`config.mk`:
```
export PLATFORM = sky130hd
export DESIGN_NAME = fix_point_mul_seq_flat
export DESIGN_NICKNAME = d
export VERILOG_FILES = /design/src/rtl/fix_point_pkg.sv /design/src/rtl/fix_point_mul_seq_if.sv /design/src/rtl/fix_point_round_sat.sv /design/src/rtl/fix_point_mul_seq.sv /design/src/flat_wrapper.sv
export SDC_FILE = /design/constraint.sdc
export NUM_CORES = 1
export LEC_CHECK = 0
export CAP_MARGIN = 20
export CORE_ASPECT_RATIO = 1.25
export CORE_MARGIN = 3
export CORE_UTILIZATION = 60
export DETAILED_ROUTE_END_ITERATION = 12
export PLACE_DENSITY_LB_ADDON = 0.3
export SYNTH_ARGS = -nofsm -noshare
export SYNTH_HDL_FRONTEND = slang
export SYNTH_HIERARCHICAL = 1
export SYNTH_SLANG_ARGS = --single-unit
```
`constraint.sdc`:
```
create_clock -name clk -period 5.1 [get_ports clk]
set_clock_uncertainty 0.05 [all_clocks]
set_input_delay 1.53 -clock clk [delete_from_list [all_inputs] [get_ports clk]]
set_output_delay 1.53 -clock clk [all_outputs]
set_load 0.02 [all_outputs]
```
`src/rtl/fix_point_pkg.sv`:
```
// ============================================================================
// fix_point_pkg : shared FSM state type and width helpers for fixed-point units
// Rev 1.0
// ============================================================================
`default_nettype none

package fix_point_pkg;

    typedef enum logic [1:0] {
        IDLE = 2'd0,
        MUL  = 2'd1,
        FIX  = 2'd2,
        DONE = 2'd3
    } state_t;

    function automatic int calc_wi(input int w_integer_i, input int w_fractional_i);
        return w_integer_i + w_fractional_i;
    endfunction

    function automatic int calc_wo(input int w_integer_o, input int w_fractional_o);
        return w_integer_o + w_fractional_o;
    endfunction

    // Right shift that takes a full-precision product back to the output LSB.
    function automatic int calc_sh(input int w_fractional_i, input int w_fractional_o);
        return 2 * w_fractional_i - w_fractional_o;
    endfunction

endpackage

`default_nettype wire

```
`src/rtl/fix_point_mul_seq_if.sv`:
```
// ============================================================================
// fix_point_mul_seq_if : operand/result valid-ready bus of the fixed-point multiplier
// Rev 1.0
// ============================================================================
`default_nettype none

interface fix_point_mul_seq_if #(
    parameter int W_IN  = 32,
    parameter int W_OUT = 32
) ();
    logic              in_valid;
    logic              in_ready;
    logic [W_IN-1:0]   a;
    logic [W_IN-1:0]   b;
    logic              out_valid;
    logic              out_ready;
    logic [W_OUT-1:0]  c;
    logic              ovf;

    modport master (
        output in_valid, a, b, out_ready,
        input  in_ready, out_valid, c, ovf
    );

    modport slave (
        input  in_valid, a, b, out_ready,
        output in_ready, out_valid, c, ovf
    );
endinterface

`default_nettype wire

```
`src/rtl/fix_point_round_sat.sv`:
```
// ============================================================================
// fix_point_round_sat : round-half-away-from-zero and saturate a sign/magnitude value
// Rev 1.0
// ============================================================================
`default_nettype none

module fix_point_round_sat #(
    parameter int W_MAG = 64,
    parameter int W_OUT = 32,
    parameter int SH    = 29
) (
    input  wire logic [W_MAG-1:0] mag,
    input  wire logic             sign,
    output logic      [W_OUT-1:0] c,
    output logic                  ovf
);
    localparam logic [W_MAG:0] C_ONE     = {{W_MAG{1'b0}}, 1'b1};
    localparam logic [W_MAG:0] C_NEG_LIM = C_ONE << (W_OUT - 1);
    localparam logic [W_MAG:0] C_POS_LIM = C_NEG_LIM - C_ONE;

    logic [W_MAG:0] w_bias;
    logic [W_MAG:0] w_mr;

    generate
        if (SH > 0) begin : g_bias
            assign w_bias = C_ONE << (SH - 1);
        end else begin : g_no_bias
            assign w_bias = '0;
        end
    endgenerate

    // Extra headroom bit keeps the rounding add from wrapping.
    assign w_mr = ({1'b0, mag} + w_bias) >> SH;

    always_comb begin
        c   = '0;
        ovf = 1'b0;
        if (!sign && (w_mr > C_POS_LIM)) begin
            c   = {1'b0, {(W_OUT-1){1'b1}}};
            ovf = 1'b1;
        end else if (sign && (w_mr > C_NEG_LIM)) begin
            c   = {1'b1, {(W_OUT-1){1'b0}}};
            ovf = 1'b1;
        end else begin
            c = sign ? (~w_mr[W_OUT-1:0] + {{(W_OUT-1){1'b0}}, 1'b1}) : w_mr[W_OUT-1:0];
        end
    end

endmodule

`default_nettype wire

```
`src/rtl/fix_point_mul_seq.sv`:
```
// ============================================================================
// fix_point_mul_seq : sequential signed shift-add fixed-point multiplier, Q16.16 -> Q29.3
// Rev 1.0
// ============================================================================
`default_nettype none

module fix_point_mul_seq
    import fix_point_pkg::*;
#(
    parameter int W_INTEGER_I    = 16,
    parameter int W_FRACTIONAL_I = 16,
    parameter int W_INTEGER_O    = 29,
    parameter int W_FRACTIONAL_O = 3
) (
    input  wire logic         clk,
    input  wire logic         rst_n,
    fix_point_mul_seq_if.slave bus
);
    localparam int WI = calc_wi(W_INTEGER_I, W_FRACTIONAL_I);
    localparam int WO = calc_wo(W_INTEGER_O, W_FRACTIONAL_O);
    localparam int SH = calc_sh(W_FRACTIONAL_I, W_FRACTIONAL_O);
    localparam int CW = $clog2(WI);

    generate
        if (2 * W_FRACTIONAL_I < W_FRACTIONAL_O) begin : g_param_check
            $error("fix_point_mul_seq: 2*W_FRACTIONAL_I must be >= W_FRACTIONAL_O");
        end
    endgenerate

    state_t            state_q,  state_d;
    logic [2*WI-1:0]   mcand_q,  mcand_d;
    logic [WI-1:0]     mplier_q, mplier_d;
    logic [2*WI-1:0]   acc_q,    acc_d;
    logic [CW-1:0]     cnt_q,    cnt_d;
    logic              sign_q,   sign_d;
    logic [WO-1:0]     c_q,      c_d;
    logic              ovf_q,    ovf_d;

    logic [WI-1:0]     w_abs_a;
    logic [WI-1:0]     w_abs_b;
    logic [WO-1:0]     w_c;
    logic              w_ovf;

    // Unsigned WI-bit magnitude, so the most negative operand maps to 2^(WI-1).
    assign w_abs_a = bus.a[WI-1] ? (~bus.a + WI'(1)) : bus.a;
    assign w_abs_b = bus.b[WI-1] ? (~bus.b + WI'(1)) : bus.b;

    fix_point_round_sat #(
        .W_MAG (2*WI),
        .W_OUT (WO),
        .SH    (SH)
    ) u_round_sat (
        .mag  (acc_q),
        .sign (sign_q),
        .c    (w_c),
        .ovf  (w_ovf)
    );

    always_comb begin
        state_d  = state_q;
        mcand_d  = mcand_q;
        mplier_d = mplier_q;
        acc_d    = acc_q;
        cnt_d    = cnt_q;
        sign_d   = sign_q;
        c_d      = c_q;
        ovf_d    = ovf_q;
        case (state_q)
            IDLE: begin
                if (bus.in_valid) begin
                    mcand_d  = {{WI{1'b0}}, w_abs_a};
                    mplier_d = w_abs_b;
                    acc_d    = '0;
                    cnt_d    = CW'(WI - 1);
                    sign_d   = bus.a[WI-1] ^ bus.b[WI-1];
                    state_d  = MUL;
                end
            end
            MUL: begin
                if (mplier_q[0]) begin
                    acc_d = acc_q + mcand_q;
                end
                mcand_d  = mcand_q << 1;
                mplier_d = mplier_q >> 1;
                if (cnt_q == '0) begin
                    state_d = FIX;
                end else begin
                    cnt_d = cnt_q - CW'(1);
                end
            end
            FIX: begin
                c_d     = w_c;
                ovf_d   = w_ovf;
                state_d = DONE;
            end
            DONE: begin
                if (bus.out_ready) begin
                    state_d = IDLE;
                end
            end
            default: state_d = IDLE;
        endcase
    end

    always_ff @(posedge clk or negedge rst_n) begin
        if (!rst_n) begin
            state_q  <= IDLE;
            mcand_q  <= '0;
            mplier_q <= '0;
            acc_q    <= '0;
            cnt_q    <= '0;
            sign_q   <= 1'b0;
            c_q      <= '0;
            ovf_q    <= 1'b0;
        end else begin
            state_q  <= state_d;
            mcand_q  <= mcand_d;
            mplier_q <= mplier_d;
            acc_q    <= acc_d;
            cnt_q    <= cnt_d;
            sign_q   <= sign_d;
            c_q      <= c_d;
            ovf_q    <= ovf_d;
        end
    end

    assign bus.in_ready  = (state_q == IDLE);
    assign bus.out_valid = (state_q == DONE);
    assign bus.c         = c_q;
    assign bus.ovf       = ovf_q;

endmodule

`default_nettype wire
```
`src/flat_wrapper.sv`:
```
// flat-port wrapper written by rule: the top's interface ports become plain ports
module fix_point_mul_seq_flat import fix_point_pkg::*;
#(
    parameter int W_INTEGER_I    = 16,
    parameter int W_FRACTIONAL_I = 16,
    parameter int W_INTEGER_O    = 29,
    parameter int W_FRACTIONAL_O = 3
)
  (clk, rst_n, bus_in_valid, bus_a, bus_b, bus_out_ready, bus_in_ready, bus_out_valid, bus_c, bus_ovf);
  fix_point_mul_seq_if bus_i ();
  input  wire logic clk;
  input  wire logic rst_n;
  input wire logic [$bits(bus_i.in_valid)-1:0] bus_in_valid;
  input wire logic [$bits(bus_i.a)-1:0] bus_a;
  input wire logic [$bits(bus_i.b)-1:0] bus_b;
  input wire logic [$bits(bus_i.out_ready)-1:0] bus_out_ready;
  output wire logic [$bits(bus_i.in_ready)-1:0] bus_in_ready;
  output wire logic [$bits(bus_i.out_valid)-1:0] bus_out_valid;
  output wire logic [$bits(bus_i.c)-1:0] bus_c;
  output wire logic [$bits(bus_i.ovf)-1:0] bus_ovf;
  assign bus_i.in_valid = bus_in_valid;
  assign bus_i.a = bus_a;
  assign bus_i.b = bus_b;
  assign bus_i.out_ready = bus_out_ready;
  assign bus_in_ready = bus_i.in_ready;
  assign bus_out_valid = bus_i.out_valid;
  assign bus_c = bus_i.c;
  assign bus_ovf = bus_i.ovf;
  fix_point_mul_seq #(.W_INTEGER_I(W_INTEGER_I), .W_FRACTIONAL_I(W_FRACTIONAL_I), .W_INTEGER_O(W_INTEGER_O), .W_FRACTIONAL_O(W_FRACTIONAL_O)) u_core (.clk(clk), .rst_n(rst_n), .bus(bus_i));
endmodule
```
Word level (Yosys, flattened, before mapping):

Cells that the tools add are included.

* bits in registers: 201
* bits in latches: 0
* bits in writable memories: 0
* memory bits (read-only): 0
* input bits: 68
* output and inout bits: 35
* word-level logic and storage cells: 60
* memories: 0

* $add $sub $neg: 6
* multiply operators: 0
* divide/modulo/power cells: 0
* $lt $le $gt $ge: 2
* equal/unequal tests: 8
* shift-type cells: 0
* muxes and demuxes: 21
* bitwise operators: 4
* reductions and logical operators: 11

Operators by type and width (count)
* one-hot mux 64 bit (2 select lines): 2
* 2-to-1 mux 32 bit: 6
* 2-to-1 mux 64 bit: 3
* adder 32 x 1 -> 32 bit (second input constant): 3
* NOT 32 bit: 3
* adder 64 x 29 -> 65 bit (second input constant): 1
* adder 64 bit: 1
* one-hot mux 32 bit (2 select lines): 1
* greater-than comparator 36 x 31 -> 1 bit (second input constant): 1
* greater-than comparator 36 x 32 -> 1 bit (second input constant): 1
* 2-to-1 mux 5 bit: 2
* one-hot mux 5 bit (2 select lines): 1
* AND reduction 3 bit: 3
* one-hot mux 2 bit (4 select lines): 1
* 2-to-1 mux 2 bit: 3
* inequality test 2 bit (second input constant): 3
* zero test 5 bit: 1
* subtractor 5 x 1 -> 5 bit (second input constant): 1
* == test 2 bit (second input constant): 2
* inequality test 2 x 1 -> 1 bit (second input constant): 2
* AND reduction 2 bit: 2
* == test 2 x 1 -> 1 bit (second input constant): 1
* logical AND 1 bit: 2
* zero test 2 bit: 1
* other kinds (4): 5

Logic depth before layout (Yosys ltp):

Gate-level depths: netlist (run 1).

* depth in word-level cells: 6
* depth in mapped cells: 14
* depth with buffers taken out: 14

Hierarchy:

Netlist (run 1), hierarchy kept.

Modules (own cells, without submodules)
* fix_point_mul_seq: times used 1, cells each 1478, area an instance 12866.1 µm², sequential area each 5029.8 µm²
* fix_point_round_sat: times used 1, cells each 346, area an instance 2362.3 µm², sequential area each 0.0 µm²

Least setup slack after synthesis (run 1):

No wires, ideal clock.

* path kind: input-to-reg
* start: input port bus_a[5]
* end: register u_core.mcand_q[29]
* library setup time: 0.129 ns
* data arrival time: 4.360 ns
* data required time: 4.921 ns
* setup slack: 0.561 ns
* stages: 10
* buffers on the path: 0
* cells stage by stage: or4_4 -> or4_4 -> or3_4 -> or3_4 -> or4_4 -> o41ai_2 -> xor2_1 -> nor2_1 -> a21oi_1 -> o21ai_1

* word-level cells in the longest chain between the ends: 5

Ends and longest elaborated chain
* from (decl): RTL line flat_wrapper.sv:14 `input wire logic [$bits(bus_i.a)-1:0] bus_a;`
* NOT 32 bit: RTL line fix_point_mul_seq.sv:45 `assign w_abs_a = bus.a[WI-1] ? (~bus.a + WI'(1)) : bus.a;`
* adder 32 x 1 -> 32 bit: RTL line fix_point_mul_seq.sv:45
* 2-to-1 mux 32 bit: RTL line fix_point_mul_seq.sv:45
* 2-to-1 mux 64 bit: RTL line fix_point_mul_seq.sv:70 `if (bus.in_valid) begin`
* one-hot mux 64 bit (2 select lines): RTL line fix_point_mul_seq.sv:68 `case (state_q)`
* to (signal assigned): RTL line fix_point_mul_seq.sv:117 `mcand_q <= mcand_d;`
* to (decl): RTL line fix_point_mul_seq.sv:31 `logic [2*WI-1:0] mcand_q, mcand_d;`

No other way between the ends. The select of a mux whose other input is x is not followed.
A chain may end at the register's enable or synchronous reset.

Final worst setup path (run 1):

Same ends and word-level chain as after synthesis.

==> results of run 1 <==
[state kept, by name, indices dropped and copies added (netlist names)]
name / cells
u_core/bus.c: 32
u_core/mcand_q: 64
u_core/state_q: 2
u_core/acc_q: 64
u_core/mplier_q: 32
u_core/bus.ovf: 1
u_core/sign_q: 1
u_core/cnt_q: 5
[cells in the final DEF (no fill, tap or decap), drive strengths merged, types with 6 or more instances in the layout]
cell | synthesis | layout
mux2 | 34 | 34
nor4 | 17 | 17
o31ai | 22 | 22
o21bai | 15 | 15
or2 | 9 | 9
ha | 74 | 74
nand2b | 14 | 14
and2 | 10 | 10
and4 | 7 | 7
inv | 32 | 33
or3 | 18 | 18
clkbuf | 81 | 32
a211oi | 21 | 21
nand4 | 39 | 39
o41ai | 10 | 10
or4 | 15 | 15
a31oi | 8 | 8
dfrtp | 201 | 201
xor2 | 99 | 99
a21o | 47 | 47
xnor2 | 66 | 66
a22o | 33 | 33
buf | 24 | 31
nand3 | 56 | 56
and3 | 18 | 18
nor4b | 6 | 6
clkdlybuf4s50 | 0 | 101
nor2 | 125 | 125
o21ai | 200 | 200
nand2 | 232 | 232
a221oi | 12 | 12
a21boi | 6 | 6
nor2b | 17 | 17
nor3 | 29 | 29
mux2i | 6 | 6
o21a | 7 | 7
a21oi | 155 | 155
[metrics by stage]
stage	total power, mW	setup WS [ns]	hold slack [ns]	utilization
floorplan	6.27	0.561	0.397	-
global placement	7.41	-0.0107	0.410	0.667
detailed placement	7.57	-0.0682	0.422	0.667
CTS	9.41	0.471	0.435	0.701
global route	10.2	0.311	0.462	0.701
finish	9.44	0.459	0.432	0.701
[kinds of logic (layout without fill, tap and decap cells)]
family	count (synthesis)	count (layout)	share of synthesized area
simple gates	625	625	0.206
fa+ha+maj	75	75	0.0621
compound gates	581	581	0.240
mux	40	40	0.0291
xor+xnor	165	165	0.0949
flops	201	201	0.330
buf+inv	137	208	0.0367
[critical path: stages]
cell,delay (ns)
clkdlybuf4s50_1,0.43
or4_4,0.57
or4_4,0.43
or3_4,0.40
or3_4,0.40
or4_4,0.51
o41ai_2,0.26
xor2_1,0.18
nor2_1,0.05
a21oi_1,0.14
o21ai_1,0.07
[path summary, 6_finish.rpt]
kind	end	startpoint	slack [ns]
max in group asynchronous	u_core/acc_q[39]$_DFFE_PN0P_	rst_n	2.84
max reg2reg	u_core/bus.c[12]$_DFFE_PN0P_	u_core/acc_q[29]$_DFFE_PN0P_	0.89
min reg2reg	u_core/mplier_q[31]$_DFFE_PN0P_	u_core/mplier_q[31]$_DFFE_PN0P_	0.43
min	u_core/mplier_q[31]$_DFFE_PN0P_	u_core/mplier_q[31]$_DFFE_PN0P_	0.43
min in group asynchronous	u_core/acc_q[58]$_DFFE_PN0P_	rst_n	1.10
max	u_core/mcand_q[29]$_DFFE_PN0P_	bus_a[5]	0.46
[where the power goes]
| group | internal [mW] | switching (mW) |
|---|---|---|
| Clock | 1.10 | 0.686 |
| Combinational | 2.03 | 3.07 |
| Sequential | 2.11 | 0.440 |
| Total | 5.24 | 4.19 |
[cell type report]
type	count	area [um2]	share of cell area
multi-input combinational	1486	9680	0.558
sequential	201	5030	0.290
clock buffer	31	688	0.0397
tap	330	413	0.0238
timing repair buffer	133	1270	0.0732
inverter	32	120	0.00692
clock inverter	12	150	0.00865
[metal layers]
metal / GRT usage / vias to the layer above / wire length [um]
met1: 0.360 / 6711 / 16800
met3: 0.0283 / 83 / 1850
met2: 0.491 / 433 / 19600
li1: - / 6763 / -
met4: 0.0913 / 0 / 1010
met5: 0 / - / 0
==> run_results.csv, run 1 <==
group,metric,value,unit
status,status,"completed",
job,max_cap_viol_count,0,
clock_tree,cts_tree,"built",
critical_path,crit_fanout,4,
yosys,ys_async_sr_fraction,1.00,
pwr,leakagePower,7.68,nW
cells_and_area,nFillCells,1950,
yosys,syn_avg_cell_area,8.35,um2
cells_and_area,final_layout_size_suffix_gt1_frac,0.0850,
floorplanning,floorplan.initialDensity,0.615,
critical_path,worstSetupPathType,"in -> reg",
yosys,synth_common_cells,"nand2_1 (232), dfrtp_1 (201), o21ai_0 (196), a21oi_1 (155), nor2_1 (123)",
sta,setup_viol,0,
detailed_routing,drt-initial-drc-count,1007,
critical_path,critPathRequiredTime,5.43,ns
clock_tree,numClockSinks,201,
grt,grt_antenna_before_repair,0,
critical_path,endpoint_kind,"flip-flop",
pwr,ir_drop,333,uV
clock_tree,clkLatencyLatePin,0.52,ns
yosys,ys_types,85,
sta,tightest_slew,1.03,ns
clock_tree,cts_resized,0,
pwr,power_density,544,nW/um2
yosys,yosysTopAreaCellShare,0.330,
sta,final_max_slew_viol_count,0,
sta,slew_headroom,0.309,
placement,placed_cell_area,16500,um2
yosys,synth_area,15200,um2
yosys,yosys.area.top_type,"dfrtp_1",
yosys,synth_nets,1967,
yosys,synth_ff_type,"dfrtp_1",
critical_path,crit_arrival,4.97,ns
yosys,synth.area.top_cells,"dfrtp_1 (33%), o21ai_0 (6.4%), ha_1 (6.1%), nand2_1 (5.7%), xor2_1 (5.7%)",
floorplanning,dieWidth,148,um
detailed_routing,avgViaCountPerCell,6.29,
floorplanning,num_io_pins,103,
sta,setup_tns,0,ns
yosys,synth-seq-area-share,0.330,
cells_and_area,final_cell_count_no_fill,2225,
detailed_routing,dr_total_vias,13990,
yosys,ys_ff_latch,201,
critical_path,worstSetupStartpointType,"input port",
sta,final-hold-violation-count,0,
grt,grt_max_degree,106,
cells_and_area,area_delta_synth_final,13.9,%
detailed_routing,drc,0,
sta,finalCritPeriodShare,0.910,
clock_tree,cts_hold_buf,0,
sta,fin_crit,4.64,ns
yosys,yosysMostFrequentCell,"nand2_1",
grt,gr-total-overflow,0,
cells_and_area,diodes,0,
clock_tree,cts_setup_buffers,0,
yosys,syn_inst,1824,
grt,grt_pass1_vias,13462,
placement,finalWeightedCongestion,0.955,
floorplanning,coreArea,24700,um2
yosys,synth_warnings,6,
worst_hold_path,hold_path_class,"reg -> reg",
clock_tree,cts_max_path_buffers,3,
worst_hold_path,hold_depth,2,
detailed_routing,drtAntennaViolNets,0,
clock_tree,clk_pin_slew_worst_paths,0.06,ns
grt,grt_pass1_wl,64.6,mm
placement,port_buffers,102,
floorplanning,die_area,27300,um2
detailed_routing,finalWirelength,39.2,mm
placement,hpwlAfterDp,28.2,mm
yosys,synth_edf_count,0,
cells_and_area,fin_nets,2021,
detailed_routing,firstDrtPassIters,9,
clock_tree,htreeDepth,1,
clock_tree,clockRootBuffer,"clkbuf_16",
grt,track_usage,0.279,
cells_and_area,stdcell_area,17300,um2
placement,dp_cells,2182,
floorplanning,num_rows,64,
clock_tree,cts_buffers,24,
sta,fmax,215,MHz
critical_path,rr_worst_depth,11,
floorplanning,die_y,184,um
detailed_routing,wl_per_cell,17.6,um
sta,rsz0062_at_grt,"false",
Note: power is estimated with default switching activity, not from simulation.
==> run 2: changes to the inputs <==
PLACE_DENSITY = 0.92   (was not set)
PLACE_DENSITY_LB_ADDON = not set   (was 0.3)
RECOVER_POWER = 50   (was not set)
SLEW_MARGIN = 20   (was not set)
==> run_results.csv, run 2 (synthesis gave the netlist of run 1 again) <==
group,metric,value,unit
cells_and_area,final_core_utilization,0.700,
pwr,leakagePower,7.67,nW
cells_and_area,layout_commonest_cell,"nand2_1",
clock_tree,cts_hold_buf,0,
floorplanning,dieWidth,148,um
clock_tree,numClockSinks,201,
cells_and_area,area_delta_synth_final,13.8,%
cells_and_area,reg_top3,"u_core/acc_q x64, u_core/mcand_q x64",
cells_and_area,diodes,0,
detailed_routing,dr_total_vias,14291,
clock_tree,clockRootBuffer,"clkbuf_16",
floorplanning,num_rows,64,
clock_tree,clkLatencyLatePin,0.51,ns
sta,slew_headroom,-1.01,
placement,place_ws,-0.0593,ns
grt,grt_pass1_wl,66.5,mm
grt,grt_pass1_vias,14080,
placement,port_buffers,102,
detailed_routing,finalWirelength,40.1,mm
grt,grt_antenna_before_repair,0,
clock_tree,cts_tree,"built",
detailed_routing,drt-initial-drc-count,1119,
sta,fmax,211,MHz
cells_and_area,final_cell_mix,"nand2_1 (232), dfrtp_1 (201), o21ai_0 (195)",
critical_path,worstSetupPathType,"in -> reg",
floorplanning,die_y,184,um
floorplanning,coreArea,24700,um2
clock_tree,cts_setup_buffers,0,
clock_tree,cts_max_path_buffers,3,
floorplanning,die_area,27300,um2
sta,final_max_slew_viol_count,151,
cells_and_area,final_layout_size_suffix_gt1_frac,0.0823,
grt,grt_max_degree,118,
critical_path,r2r_start,"u_core/acc_q[28]$_DFFE_PN0P_",
clock_tree,cts_resized,0,
critical_path,crit_fanout,4,
status,status,"finished, violations left",
critical_path,endpoint_kind,"flip-flop",
critical_path,worstSetupStartpointType,"input port",
cells_and_area,fin_nets,2022,
detailed_routing,wl_per_cell,18.0,um
critical_path,r2r_setup_slack,0.97,ns
clock_tree,htreeDepth,1,
critical_path,r2r-end,"u_core/bus.c[29]$_DFFE_PN0P_",
sta,tightest_slew,3.01,ns
pwr,ir_drop,384,uV
clock_tree,clk_pin_slew_worst_paths,0.06,ns
detailed_routing,met3_length,2.52,mm
sta,fin_crit,4.74,ns
worst_hold_path,hold_path_class,"reg -> reg",
detailed_routing,wirelength_met1,16.0,mm
sta,finalCritPeriodShare,0.929,
worst_hold_path,hold_path_end,"u_core/mplier_q[9]$_DFFE_PN0P_",
sta,rsz0062_at_grt,"false",
sta,post-route-worst-setup-slack,0.362,ns
worst_hold_path,hp-start,"u_core/mplier_q[9]$_DFFE_PN0P_",
sta,setup_viol,0,
detailed_routing,drtAntennaViolNets,0,
floorplanning,floorplan.initialDensity,0.615,
critical_path,critPathRequiredTime,5.43,ns
critical_path,rr_worst_depth,12,
critical_path,crit_arrival,5.07,ns
pwr,power_density,550,nW/um2
clock_tree,cts_buffers,24,
worst_hold_path,hold_depth,2,
detailed_routing,drc,0,
detailed_routing,firstDrtPassIters,7,
status,violations,"capacitance limit, slew limit",
detailed_routing,avgViaCountPerCell,6.42,
placement,hpwlAfterDp,28.2,mm
detailed_routing,met2_length,20.2,mm
grt,track_usage,0.286,
floorplanning,num_io_pins,103,
sta,final-hold-violation-count,0,
placement,finalWeightedCongestion,0.950,
detailed_routing,top_layer_used,"met4",
grt,gr-total-overflow,0,
job,max_cap_viol_count,2,
## run 2: changes by cell type in the layout (fill, tap and decap cells not counted), sizes merged
cell and change:
clkinvlp -2, buf -3, dlygate4sd3 +2, clkbuf +6, clkdlybuf4s50 -2
## run 2: area by class of cell
cell class | count | area [um2]
fillers | 1791 | 7410
flip-flops and latches | 201 | 5030
clock buffers | 33 | 686
repair buffers | 134 | 1280
inverters | 32 | 120
clock inverters | 10 | 134
multi-input cells | 1486 | 9670
well taps | 330 | 413
## run 2: metrics by stage
stage / hold WS [ns] / instances / setup TNS (ns) / power [mW] / instance area, um2
floorplan: 0.397 / 1824 / 0 / 6.27 / 15200
global placement: 0.409 / 2183 / 0 / 7.38 / 16600
detailed placement: 0.421 / 2183 / -0.0593 / 7.61 / 16600
CTS: 0.434 / 2226 / 0 / 9.48 / 17400
global route: 0.459 / 2226 / 0 / 10.2 / 17300
finish: 0.432 / 2226 / 0 / 9.53 / 17300
## run 2: worst max-delay path, cell delays in order
cell	delay, ns
clkdlybuf4s50_1	0.42
or4_4	0.56
or4_4	0.44
or3_4	0.40
or3_4	0.40
or4_4	0.51
o41ai_2	0.28
xor2_1	0.18
nor2_1	0.07
a21oi_1	0.19
o21ai_1	0.09
## run 2: worst max path at each step
stage / start / to / slack (ns) / depth (start not counted)
4_1_cts: bus_a[5] / u_core/mcand_q[29]$_DFFE_PN0P_ / 0.47 / 11
6_report: bus_a[5] / u_core/mcand_q[29]$_DFFE_PN0P_ / 0.36 / 11
3_5_place_dp: bus_a[5] / u_core/mcand_q[29]$_DFFE_PN0P_ / -0.06 / 11
2_1_floorplan: bus_a[5] / u_core/mcand_q[29]$_DFFE_PN0P_ / 0.56 / 10
3_3_place_gp: bus_a[5] / u_core/mcand_q[29]$_DFFE_PN0P_ / 0.009 / 11
5_1_grt: rst_n / u_core/acc_q[39]$_DFFE_PN0P_ / 0.13 / 2
## run 2: metal layers
layer | GRT usage | vias to the layer above
met1 | 0.349 | 6821
met2 | 0.513 | 609
met3 | 0.0391 | 113
met5 | 0 | -
met4 | 0.107 | 0
li1 | - | 6748
## run 2: where the power goes
part | total (mW) | switching (mW) | leakage, nW | internal [mW]
logic | 5.20 | 3.15 | 4.64 | 2.05
clock network | 1.78 | 0.690 | 0.404 | 1.09
registers | 2.55 | 0.443 | 2.63 | 2.11
total | 9.53 | 4.28 | 7.67 | 5.25
==> run 3: changes to the inputs <==
CORE_MARGIN = 4   (was 3)
RECOVER_POWER = 100   (was 50)
SLEW_MARGIN = 10   (was 20)
==> run_results.csv, run 3 (synthesis gave the netlist of run 1 again) <==
group,metric,value,unit
status,status,"finished, violations left",
status,violations,"capacitance limit, slew limit",
clock_tree,numClockSinks,201,
floorplanning,die_area,28000,um2
worst_hold_path,hp-start,"u_core/mplier_q[31]$_DFFE_PN0P_",
clock_tree,cts_setup_buffers,0,
detailed_routing,drt-initial-drc-count,1182,
critical_path,r2r_start,"u_core/acc_q[29]$_DFFE_PN0P_",
critical_path,endpoint_kind,"flip-flop",
cells_and_area,diodes,0,
critical_path,critical_path.startpoint,"bus_a[5]",
sta,final_max_slew_viol_count,394,
pwr,pwr-share-seq,0.277,
grt,grt_max_degree,109,
critical_path,crit_fanout,4,
detailed_routing,wl_per_cell,17.8,um
clock_tree,cts_max_path_buffers,3,
worst_hold_path,hold_path_end,"u_core/mplier_q[31]$_DFFE_PN0P_",
clock_tree,cts_hold_buf,0,
cells_and_area,final_layout_size_suffix_gt1_frac,0.0698,
cells_and_area,reg_top3,"u_core/acc_q x64, u_core/mcand_q x64",
placement,port_buffers,102,
clock_tree,cts_tree,"built",
detailed_routing,drtAntennaViolNets,0,
sta,finalCritPeriodShare,0.936,
critical_path,worstSetupPathType,"in -> reg",
pwr,power_density,537,nW/um2
clock_tree,cts_buffers,24,
clock_tree,clkLatencyLatePin,0.53,ns
cells_and_area,final_cell_mix,"nand2_1 (232), dfrtp_1 (201), o21ai_0 (196)",
sta,fmax,209,MHz
job,max_cap_viol_count,6,
grt,grt_pass1_wl,66.2,mm
cells_and_area,nFillCells,1848,
pwr,combinationalPowerShare,0.544,
pwr,switching_share,0.455,
critical_path,rr_worst_depth,11,
cells_and_area,fin_nets,2021,
worst_hold_path,hold_path_class,"reg -> reg",
placement,finalWeightedCongestion,0.948,
critical_path,r2r-end,"u_core/bus.c[23]$_DFFE_PN0P_",
detailed_routing,dr_total_vias,14175,
pwr,leakagePower,7.66,nW
clock_tree,clockRootBuffer,"clkbuf_16",
detailed_routing,finalWirelength,39.5,mm
floorplanning,coreArea,24700,um2
sta,final-hold-violation-count,0,
clock_tree,cts_resized,0,
sta,fin_crit,4.78,ns
grt,gr-total-overflow,0,
floorplanning,num_rows,64,
sta,tightest_slew,2.23,ns
detailed_routing,avgViaCountPerCell,6.38,
clock_tree,clk_pin_slew_worst_paths,0.06,ns
floorplanning,dieWidth,150,um
pwr,p_int,5.01,mW
pwr,netSwitchingPower,4.18,mW
grt,grt_pass1_vias,14108,
placement,hpwlAfterDp,28.4,mm
critical_path,crit_arrival,5.06,ns
clock_tree,htreeDepth,1,
cells_and_area,area_delta_synth_final,12.3,%
detailed_routing,firstDrtPassIters,6,
pwr,pwr-share-clk,0.180,
pwr,power.total,9.19,mW
worst_hold_path,hold_depth,2,
floorplanning,floorplan.initialDensity,0.615,
sta,setup_tns,0,ns
floorplanning,num_io_pins,103,
cells_and_area,layout_commonest_cell,"nand2_1",
floorplanning,die_y,186,um
grt,grt_antenna_before_repair,0,
critical_path,critPathRequiredTime,5.39,ns
sta,slew_headroom,-0.484,
detailed_routing,drc,0,
critical_path,r2r_setup_slack,0.51,ns
pwr,ir_drop,362,uV
critical_path,worstSetupStartpointType,"input port",
sta,rsz0062_at_grt,"false",
sta,setup_viol,0,
grt,track_usage,0.283,
-- run 3: routing by layer --
layer	share of wire	up-vias	global-route usage
met5	0	-	0
met4	0.041	0	0.128
met3	0.057	130	0.0319
met2	0.50	563	0.505
met1	0.40	6734	0.342
li1	-	6748	-
-- run 3: stage by stage --
stage | hold slack, ns | setup WS, ns | area, um2 | util | instances
finish | 0.435 | 0.325 | 17100 | 0.691 | 2222
CTS | 0.438 | 0.503 | 17300 | 0.699 | 2222
global placement | 0.410 | 0.0107 | 16500 | 0.668 | 2182
floorplan | 0.397 | 0.561 | 15200 | - | 1824
detailed placement | 0.425 | -0.0489 | 16500 | 0.668 | 2182
global route | 0.455 | 0.182 | 17100 | 0.691 | 2222
-- run 3: power groups by stage --
stage	sequential [mW]	combinational, mW	clock (mW)
final	2.54	5.00	1.65
after global routing	2.60	5.53	1.75
after CTS	2.54	5.10	1.68
after detailed placement	2.55	5.06	0
after global placement	2.52	4.87	0
after floorplan	2.52	3.74	0
-- run 3: worst max-delay path by stage --
stage                                      to  slack (ns)  cells past startpoint
4_1_cts        u_core/mcand_q[29]$_DFFE_PN0P_        0.50                     11
3_3_place_gp   u_core/mcand_q[29]$_DFFE_PN0P_        0.01                     11
5_1_grt        u_core/mcand_q[29]$_DFFE_PN0P_        0.18                     11
6_report       u_core/mcand_q[29]$_DFFE_PN0P_        0.32                     11
3_5_place_dp   u_core/mcand_q[29]$_DFFE_PN0P_       -0.05                     11
2_1_floorplan  u_core/mcand_q[29]$_DFFE_PN0P_        0.56                     10
-- run 3: cell type report --
cell class              count  area (um2)  area share
clock buffers              30         653      0.0382
clock inverters            10        98.8     0.00578
repair buffers            133        1210      0.0710
inverters                  32         120     0.00702
multi-input cells        1486        9580       0.560
flip-flops and latches    201        5030       0.294
well taps                 330         413      0.0241
-- run 3: critical path: stages --
cell,delay [ns]
clkdlybuf4s50_1,0.42
or4_4,0.57
or4_4,0.43
or3_1,0.41
or3_4,0.40
or4_4,0.51
o41ai_2,0.28
xor2_1,0.18
nor2_1,0.05
a21oi_1,0.19
o21ai_1,0.08
